**config.mk**
```make
export PLATFORM = sky130hd
export DESIGN_NAME = mem_stage
export DESIGN_NICKNAME = d
export VERILOG_FILES = /design/src/rtl/mem_stage_pkg.sv /design/src/rtl/mem_stage_load_align.sv /design/src/rtl/mem_stage.sv
export SDC_FILE = /design/constraint.sdc
export NUM_CORES = 1
export LEC_CHECK = 0
export BUFFER_PORTS_ARGS = -buffer_cell sky130_fd_sc_hd__buf_2
export CORE_AREA = 4 4 162 164
export CTS_CLUSTER_DIAMETER = 150
export DETAILED_ROUTE_END_ITERATION = 7
export DIE_AREA = 0 0 166 168
export PLACE_DENSITY_LB_ADDON = 0.15
export SETUP_SLACK_MARGIN = 0.15
export SYNTH_ARGS = -nofsm -noshare
export SYNTH_HDL_FRONTEND = slang
export SYNTH_SLANG_ARGS = --single-unit
```
**constraint.sdc**
```tcl
create_clock -name clk -period 6.5 [get_ports clk]
set_clock_uncertainty 0.05 [all_clocks]
set_input_delay 1.3 -clock clk [delete_from_list [all_inputs] [get_ports clk]]
set_output_delay 1.3 -clock clk [all_outputs]
set_load 0.005 [all_outputs]
```
**src/rtl/mem_stage_pkg.sv**
```systemverilog
// Shared definitions for the MEM pipeline stage: load opcodes, FSM states and bus layouts.
package mem_stage_pkg;

    localparam int unsigned MEM_BUS_W = 168;
    localparam int unsigned EX_BUS_W  = 173;
    localparam int unsigned ID_BUS_W  = 39;

    // Load width / extension codes carried in ld_op
    localparam logic [2:0] LD_W  = 3'b000;
    localparam logic [2:0] LD_B  = 3'b001;
    localparam logic [2:0] LD_H  = 3'b010;
    localparam logic [2:0] LD_BU = 3'b011;
    localparam logic [2:0] LD_HU = 3'b100;

    typedef enum logic [1:0] {
        ST_IDLE = 2'd0,
        ST_WAIT = 2'd1,
        ST_DONE = 2'd2
    } mem_state_e;

    // MEM -> WB payload, MSB first
    typedef struct packed {
        logic        rf_we;
        logic [4:0]  rf_waddr;
        logic [31:0] rf_wdata;
        logic [31:0] pc;
        logic        read_tid;
        logic        csr_re;
        logic        csr_we;
        logic [13:0] csr_num;
        logic [31:0] csr_wmask;
        logic [31:0] csr_wvalue;
        logic        ertn;
        logic        excep_en;
        logic        adef;
        logic        syscall;
        logic        ale;
        logic        brk;
        logic        ine;
        logic        intr;
        logic [8:0]  esubcode;
    } mem_wb_t;

    // EX -> MEM payload: memory-side control on top of the WB payload
    typedef struct packed {
        logic        req_issued;
        logic        res_from_mem;
        logic [2:0]  ld_op;
        mem_wb_t     wb;
    } ex_mem_t;

endpackage

```
**src/rtl/mem_stage_load_align.sv**
```systemverilog
// Selects the addressed byte/half of a load word and sign- or zero-extends it.
module mem_stage_load_align
    import mem_stage_pkg::*;
(
    input  logic [31:0] i_rdata,
    input  logic [1:0]  i_offset,
    input  logic [2:0]  i_ld_op,
    output logic [31:0] o_wdata_c
);

    logic [7:0]  w_byte;
    logic [15:0] w_half;

    assign w_half = i_offset[1] ? i_rdata[31:16] : i_rdata[15:0];

    // Byte lane selected by the low address bits
    always_comb begin
        w_byte = i_rdata[7:0];
        case (i_offset)
            2'd0:    w_byte = i_rdata[7:0];
            2'd1:    w_byte = i_rdata[15:8];
            2'd2:    w_byte = i_rdata[23:16];
            default: w_byte = i_rdata[31:24];
        endcase
    end

    // Extension by load type; unknown codes return the whole word
    always_comb begin
        o_wdata_c = i_rdata;
        case (i_ld_op)
            LD_W:    o_wdata_c = i_rdata;
            LD_B:    o_wdata_c = {{24{w_byte[7]}}, w_byte};
            LD_BU:   o_wdata_c = {24'd0, w_byte};
            LD_H:    o_wdata_c = {{16{w_half[15]}}, w_half};
            LD_HU:   o_wdata_c = {16'd0, w_half};
            default: o_wdata_c = i_rdata;
        endcase
    end

endmodule

```
**src/rtl/mem_stage.sv**
```systemverilog
// MEM pipeline stage: holds the EX result, waits for the data-SRAM response,
// aligns load data, and drains responses that belong to flushed loads.
module mem_stage
    import mem_stage_pkg::*;
(
    input  logic                 clk,
    input  logic                 resetn,
    input  logic                 ex_to_mem_valid,
    input  logic [EX_BUS_W-1:0]  ex_to_mem_bus,
    output logic                 mem_allowin,
    input  logic                 wb_allowin,
    output logic                 mem_to_wb_valid,
    output logic [MEM_BUS_W-1:0] mem_to_wb_bus,
    input  logic                 data_sram_data_ok,
    input  logic [31:0]          data_sram_rdata,
    output logic [ID_BUS_W-1:0]  mem_to_id_bus,
    output logic [1:0]           mem_to_ex_bus,
    input  logic                 wb_ex,
    input  logic                 ertn_flush
);

    ex_mem_t    r_bus;
    logic       r_mem_valid;
    mem_state_e r_state;
    mem_state_e w_state_nxt;
    logic [31:0] r_rbuf;
    logic       r_rbuf_valid;
    logic [1:0] r_disc_cnt;

    ex_mem_t    w_ex_in;
    mem_wb_t    w_wb_out;
    logic       w_flush;
    logic       w_allowin;
    logic       w_capture;
    logic       w_resp_cur;
    logic       w_ready_go;
    logic       w_ld_pending;
    logic       w_rbuf_set;
    logic       w_disc_inc;
    logic       w_disc_dec;
    logic [31:0] w_load_src;
    logic [31:0] w_aligned;

    assign w_ex_in    = ex_to_mem_bus;
    assign w_flush    = wb_ex | ertn_flush;
    assign w_resp_cur = data_sram_data_ok & (r_disc_cnt == 2'd0);
    assign w_allowin  = ~r_mem_valid | (w_ready_go & wb_allowin);
    assign w_capture  = ex_to_mem_valid & w_allowin;

    // FSM state register
    always_ff @(posedge clk or negedge resetn) begin
        if (!resetn) begin
            r_state <= ST_IDLE;
        end else begin
            r_state <= w_state_nxt;
        end
    end

    // FSM next state: flush beats capture, capture beats the response
    always_comb begin
        w_state_nxt = r_state;
        if (w_flush) begin
            w_state_nxt = ST_IDLE;
        end else if (w_capture) begin
            w_state_nxt = (w_ex_in.req_issued && !w_ex_in.wb.excep_en) ? ST_WAIT : ST_DONE;
        end else if (w_allowin) begin
            w_state_nxt = ST_IDLE;
        end else if ((r_state == ST_WAIT) && w_resp_cur) begin
            w_state_nxt = ST_DONE;
        end
    end

    // FSM outputs: ready when done, or when the current response is arriving
    always_comb begin
        w_ready_go = 1'b0;
        case (r_state)
            ST_DONE: w_ready_go = 1'b1;
            ST_WAIT: w_ready_go = w_resp_cur;
            default: w_ready_go = 1'b0;
        endcase
    end

    // Valid bit: flush clears it, otherwise it follows EX whenever MEM can accept
    always_ff @(posedge clk or negedge resetn) begin
        if (!resetn) begin
            r_mem_valid <= 1'b0;
        end else if (w_flush) begin
            r_mem_valid <= 1'b0;
        end else if (w_allowin) begin
            r_mem_valid <= ex_to_mem_valid;
        end
    end

    // Payload capture from EX
    always_ff @(posedge clk or negedge resetn) begin
        if (!resetn) begin
            r_bus <= '0;
        end else if (w_capture) begin
            r_bus <= w_ex_in;
        end
    end

    assign w_rbuf_set = r_mem_valid & (r_state == ST_WAIT) & w_resp_cur & ~wb_allowin & ~w_flush;

    // Response buffer: keeps load data while WB stalls, so no re-request is needed
    always_ff @(posedge clk or negedge resetn) begin
        if (!resetn) begin
            r_rbuf       <= 32'd0;
            r_rbuf_valid <= 1'b0;
        end else if (w_rbuf_set) begin
            r_rbuf       <= data_sram_rdata;
            r_rbuf_valid <= 1'b1;
        end else if (w_flush || w_allowin) begin
            r_rbuf_valid <= 1'b0;
        end
    end

    // A flushed waiting load leaves one orphan response behind, unless it arrives right now
    assign w_disc_inc = w_flush & r_mem_valid & (r_state == ST_WAIT) & ~w_resp_cur;
    assign w_disc_dec = data_sram_data_ok & (r_disc_cnt != 2'd0);

    // Count of orphan responses still to be drained (saturating)
    always_ff @(posedge clk or negedge resetn) begin
        if (!resetn) begin
            r_disc_cnt <= 2'd0;
        end else if (w_disc_inc && !w_disc_dec) begin
            if (r_disc_cnt != 2'd3) begin
                r_disc_cnt <= r_disc_cnt + 2'd1;
            end
        end else if (w_disc_dec && !w_disc_inc) begin
            r_disc_cnt <= r_disc_cnt - 2'd1;
        end
    end

    assign w_load_src = r_rbuf_valid ? r_rbuf : data_sram_rdata;

    mem_stage_load_align u_load_align (
        .i_rdata   (w_load_src),
        .i_offset  (r_bus.wb.rf_wdata[1:0]),
        .i_ld_op   (r_bus.ld_op),
        .o_wdata_c (w_aligned)
    );

    // WB payload: load result replaces rf_wdata, everything else passes through
    always_comb begin
        w_wb_out = r_bus.wb;
        if (r_bus.res_from_mem) begin
            w_wb_out.rf_wdata = w_aligned;
        end
    end

    assign w_ld_pending    = r_mem_valid & r_bus.res_from_mem & ~w_ready_go;

    assign mem_allowin     = w_allowin;
    assign mem_to_wb_valid = r_mem_valid & w_ready_go & ~w_flush;
    assign mem_to_wb_bus   = w_wb_out;
    assign mem_to_id_bus   = {w_ld_pending,
                              r_bus.wb.rf_we & r_mem_valid & ~r_bus.wb.excep_en,
                              r_bus.wb.rf_waddr,
                              w_wb_out.rf_wdata};
    assign mem_to_ex_bus   = {r_bus.wb.excep_en & r_mem_valid, r_bus.wb.ertn & r_mem_valid};

endmodule

```
==> metrics <==
status complete, no violations; Reg power frac 40.9%; GPL Wtd Cong 0.800; Synth top area share 48.1%; number of gates resized after cts 0; Final nets 1309; die width approximately 170 um; Design Area, Final 0.0128 mm^2; CTS Buffer Depth 3; RSZ-0062 raised after global routing false; # rows 58; Post-DP HPWL ~21 mm; maxcap violations 0; minimum clock period approximately 4600 ps; layout overhead on the synthesized area 17.0%; Total Power about 3.7 mW; Synth Register Bits 210; Synth async-reset ratio 100%; WL/cell 19.8 um; Core Region between 0.02 and 0.025 mm^2; Final Max Tran Viols 0; DR iter-0 viols 529; max incr delay on CP 960 ps; I/O pin count between 400 and 500; WHS 427 ps; GRT Total Usage 19.9%; top cell type by total area after synthesis dfrtp_1; most common cell in the netlist dfrtp_1; Initial DRT Pass Iterations 4; drc violations 0; leading post-synthesis cells by cell area dfrtp_1 48%, mux2_1 17%, buf_4 12%; Hold Crit Class flop to flop; CP required between 5000 and 6000 ps; Synth top cells by count 210 x dfrtp_1, 180 x buf_4, 169 x mux2_1, 44 x nor2_1, 30 x mux2_4; Clock Pin Slew Worst Setup and Hold Paths 60 ps; Max-slew headroom approximately a quarter; Comb pwr share 18.0%; Num CTS Buffers 26; share of cells above drive strength 1 48.7%; die area about 0.028 mm^2; hold buffers post-CTS 0; crit start category flop; synthesized area 0.0109 mm^2; Die Ht 168 um; dpl ws 2160 ps; critical path class flop to primary output; Final Util 51.3%; register area share after synthesis a little under 50%; Crit. End Element primary output; setup bufs post-CTS 0; fin worst setup slack 1900 ps; number of enable flip-flop cells after synthesis 0; GRT overflow 0; final setup fails 0; Sw Pwr 0.992 mW; number of clock sinks 210; VDD IR max around 0.25 mV; Clock Latency Late Sink between 500 and 600 ps; vias in the first global route 7619; global-route wire length before repair roughly 44 mm; Int Power 2.74 mW; Clock power frac 41.1%; placed cells between 1000 and 1500; WL final approximately 29 mm; Leakage roughly 6.2 nW; initial antenna violation count 9; Max Fclk 217 MHz; setup_tns 0 ps; placed inst area approximately 0.012 mm^2; Main synth FF type dfrtp_1; final hold violations 0; cells along the critical path mux2i_1 -> o22ai_1 -> o21ai_2 -> a41oi_1 -> buf_2; Least-Margin Pin Slew between 1000 and 1500 ps; Non-Filler Instances 1448; Sw Share about a quarter; Synth cell types 56; Syn Inst Count between 800 and 900; Max FO, Critical Path 35; Root Buffer clkbuf_16; Via density about 5; Avg Synthesized Cell Area 12.7 um^2; vias a little over 7000; number of synthesis warnings 0; CTS tree yes; Data arrival, critical path 3250 ps; port buffer count roughly 420; level count of the clock H-tree 1; antenna-violating nets left 0; fin crit share 70.8%; Initial Util 43.9%; pin count of the biggest net entering global routing about 130; CP max-delay cell dfrtp_2; Mapped Nets 1072; pwr dens ~290 mW/mm^2
-- critical path: cells and delay by family (launching register included) --
kind	cells	cell delay (ps)
DFF	1	960
AOI/OAI and AO/OA	3	1130
muxes	1	430
buffers and inverters	1	200
-- final timing paths --
check | startpoint | endpoint | slack [ps] | cells past startpoint
setup / recovery | r_rbuf_valid$_DFFE_PN0P_ | mem_to_id_bus[31] | 1900 | 5
hold / removal | mem_to_wb_bus[62]$_DFFE_PN0P_ | mem_to_wb_bus[62]$_DFFE_PN0P_ | 430 | 1
setup reg to reg | r_state[0]$_DFFE_PN0P_ | mem_to_wb_bus[1]$_DFFE_PN0P_ | 3470 | 7
hold reg to reg | mem_to_wb_bus[62]$_DFFE_PN0P_ | mem_to_wb_bus[62]$_DFFE_PN0P_ | 430 | 1
max in group asynchronous | resetn | r_state[0]$_DFFE_PN0P_ | 4450 | 2
min in group asynchronous | resetn | mem_to_wb_bus[117]$_DFFE_PN0P_ | 740 | 1
-- placed cells by master (no fill, tap or decap), types with 3 or more instances in the layout --
cell        count
a31oi_1         9
diode_2         4
o221a_2         6
a21oi_1        11
mux2_2         21
a41oi_1        10
nor2_1         44
mux2_4         30
a22oi_1         7
o21ai_0        17
bufinv_16       4
o211a_1         7
inv_1           5
mux2_1        169
o31a_1          3
clkbuf_8        7
nand2b_1        3
clkinvlp_4      3
buf_4           4
clkbuf_1        4
dfrtp_1       208
clkinv_2        3
mux2i_1        18
buf_2         421
o2bb2ai_1       6
nand2_1        16
nor3_1          4
clkbuf_16      26
nor2b_1         5
-- cells by family (layout without fill, tap and decap cells) --
logic type	count (synthesis)	count (layout)	share of synthesized area, %
flops	210	210	48.1
fa+ha+maj	2	2	0.229
compound gates	94	94	6.53
mux	240	240	25.8
xor+xnor	1	1	0.0802
other cells	0	4	0
buf+inv	223	479	15.4
simple gates	88	88	3.83
-- registers in the layout, indices dropped and copies added, names as in the netlist --
register	cells
mem_to_id_bus	5
r_mem_valid	1
r_rbuf	32
r_bus	36
r_disc_cnt	2
r_rbuf_valid	1
mem_to_wb_bus	131
r_state	2
-- power by group through the flow --
| stage | logic [mW] | registers, mW | clock network [mW] |
|---|---|---|---|
| after global placement | 0.679 | 1.54 | 0 |
| after floorplan | 0.550 | 1.51 | 0 |
| final | 0.671 | 1.52 | 1.53 |
| after global routing | 0.744 | 1.55 | 1.64 |
| after detailed placement | 0.683 | 1.55 | 0 |
| after CTS | 0.685 | 1.53 | 1.58 |
-- per-layer routing --
layer	track usage, %	routed length (um)	vias to the layer above
li1	-	-	3312
met1	24.5	11300	3539
met2	33.6	14200	290
met3	6.50	2390	59
met4	5.70	746	10
met5	0	69	-
-- cell type report --
cell class	count	area [um^2]
sequential	210	5260
timing repair buffer	427	2170
inverter	5	18.8
clock buffer	36	748
clock inverter	11	174
antenna	4	10.0
tap	330	413
multi-input combinational	425	3990
fill	2296	12100
No activity file was read; power rests on OpenSTA's default activity.
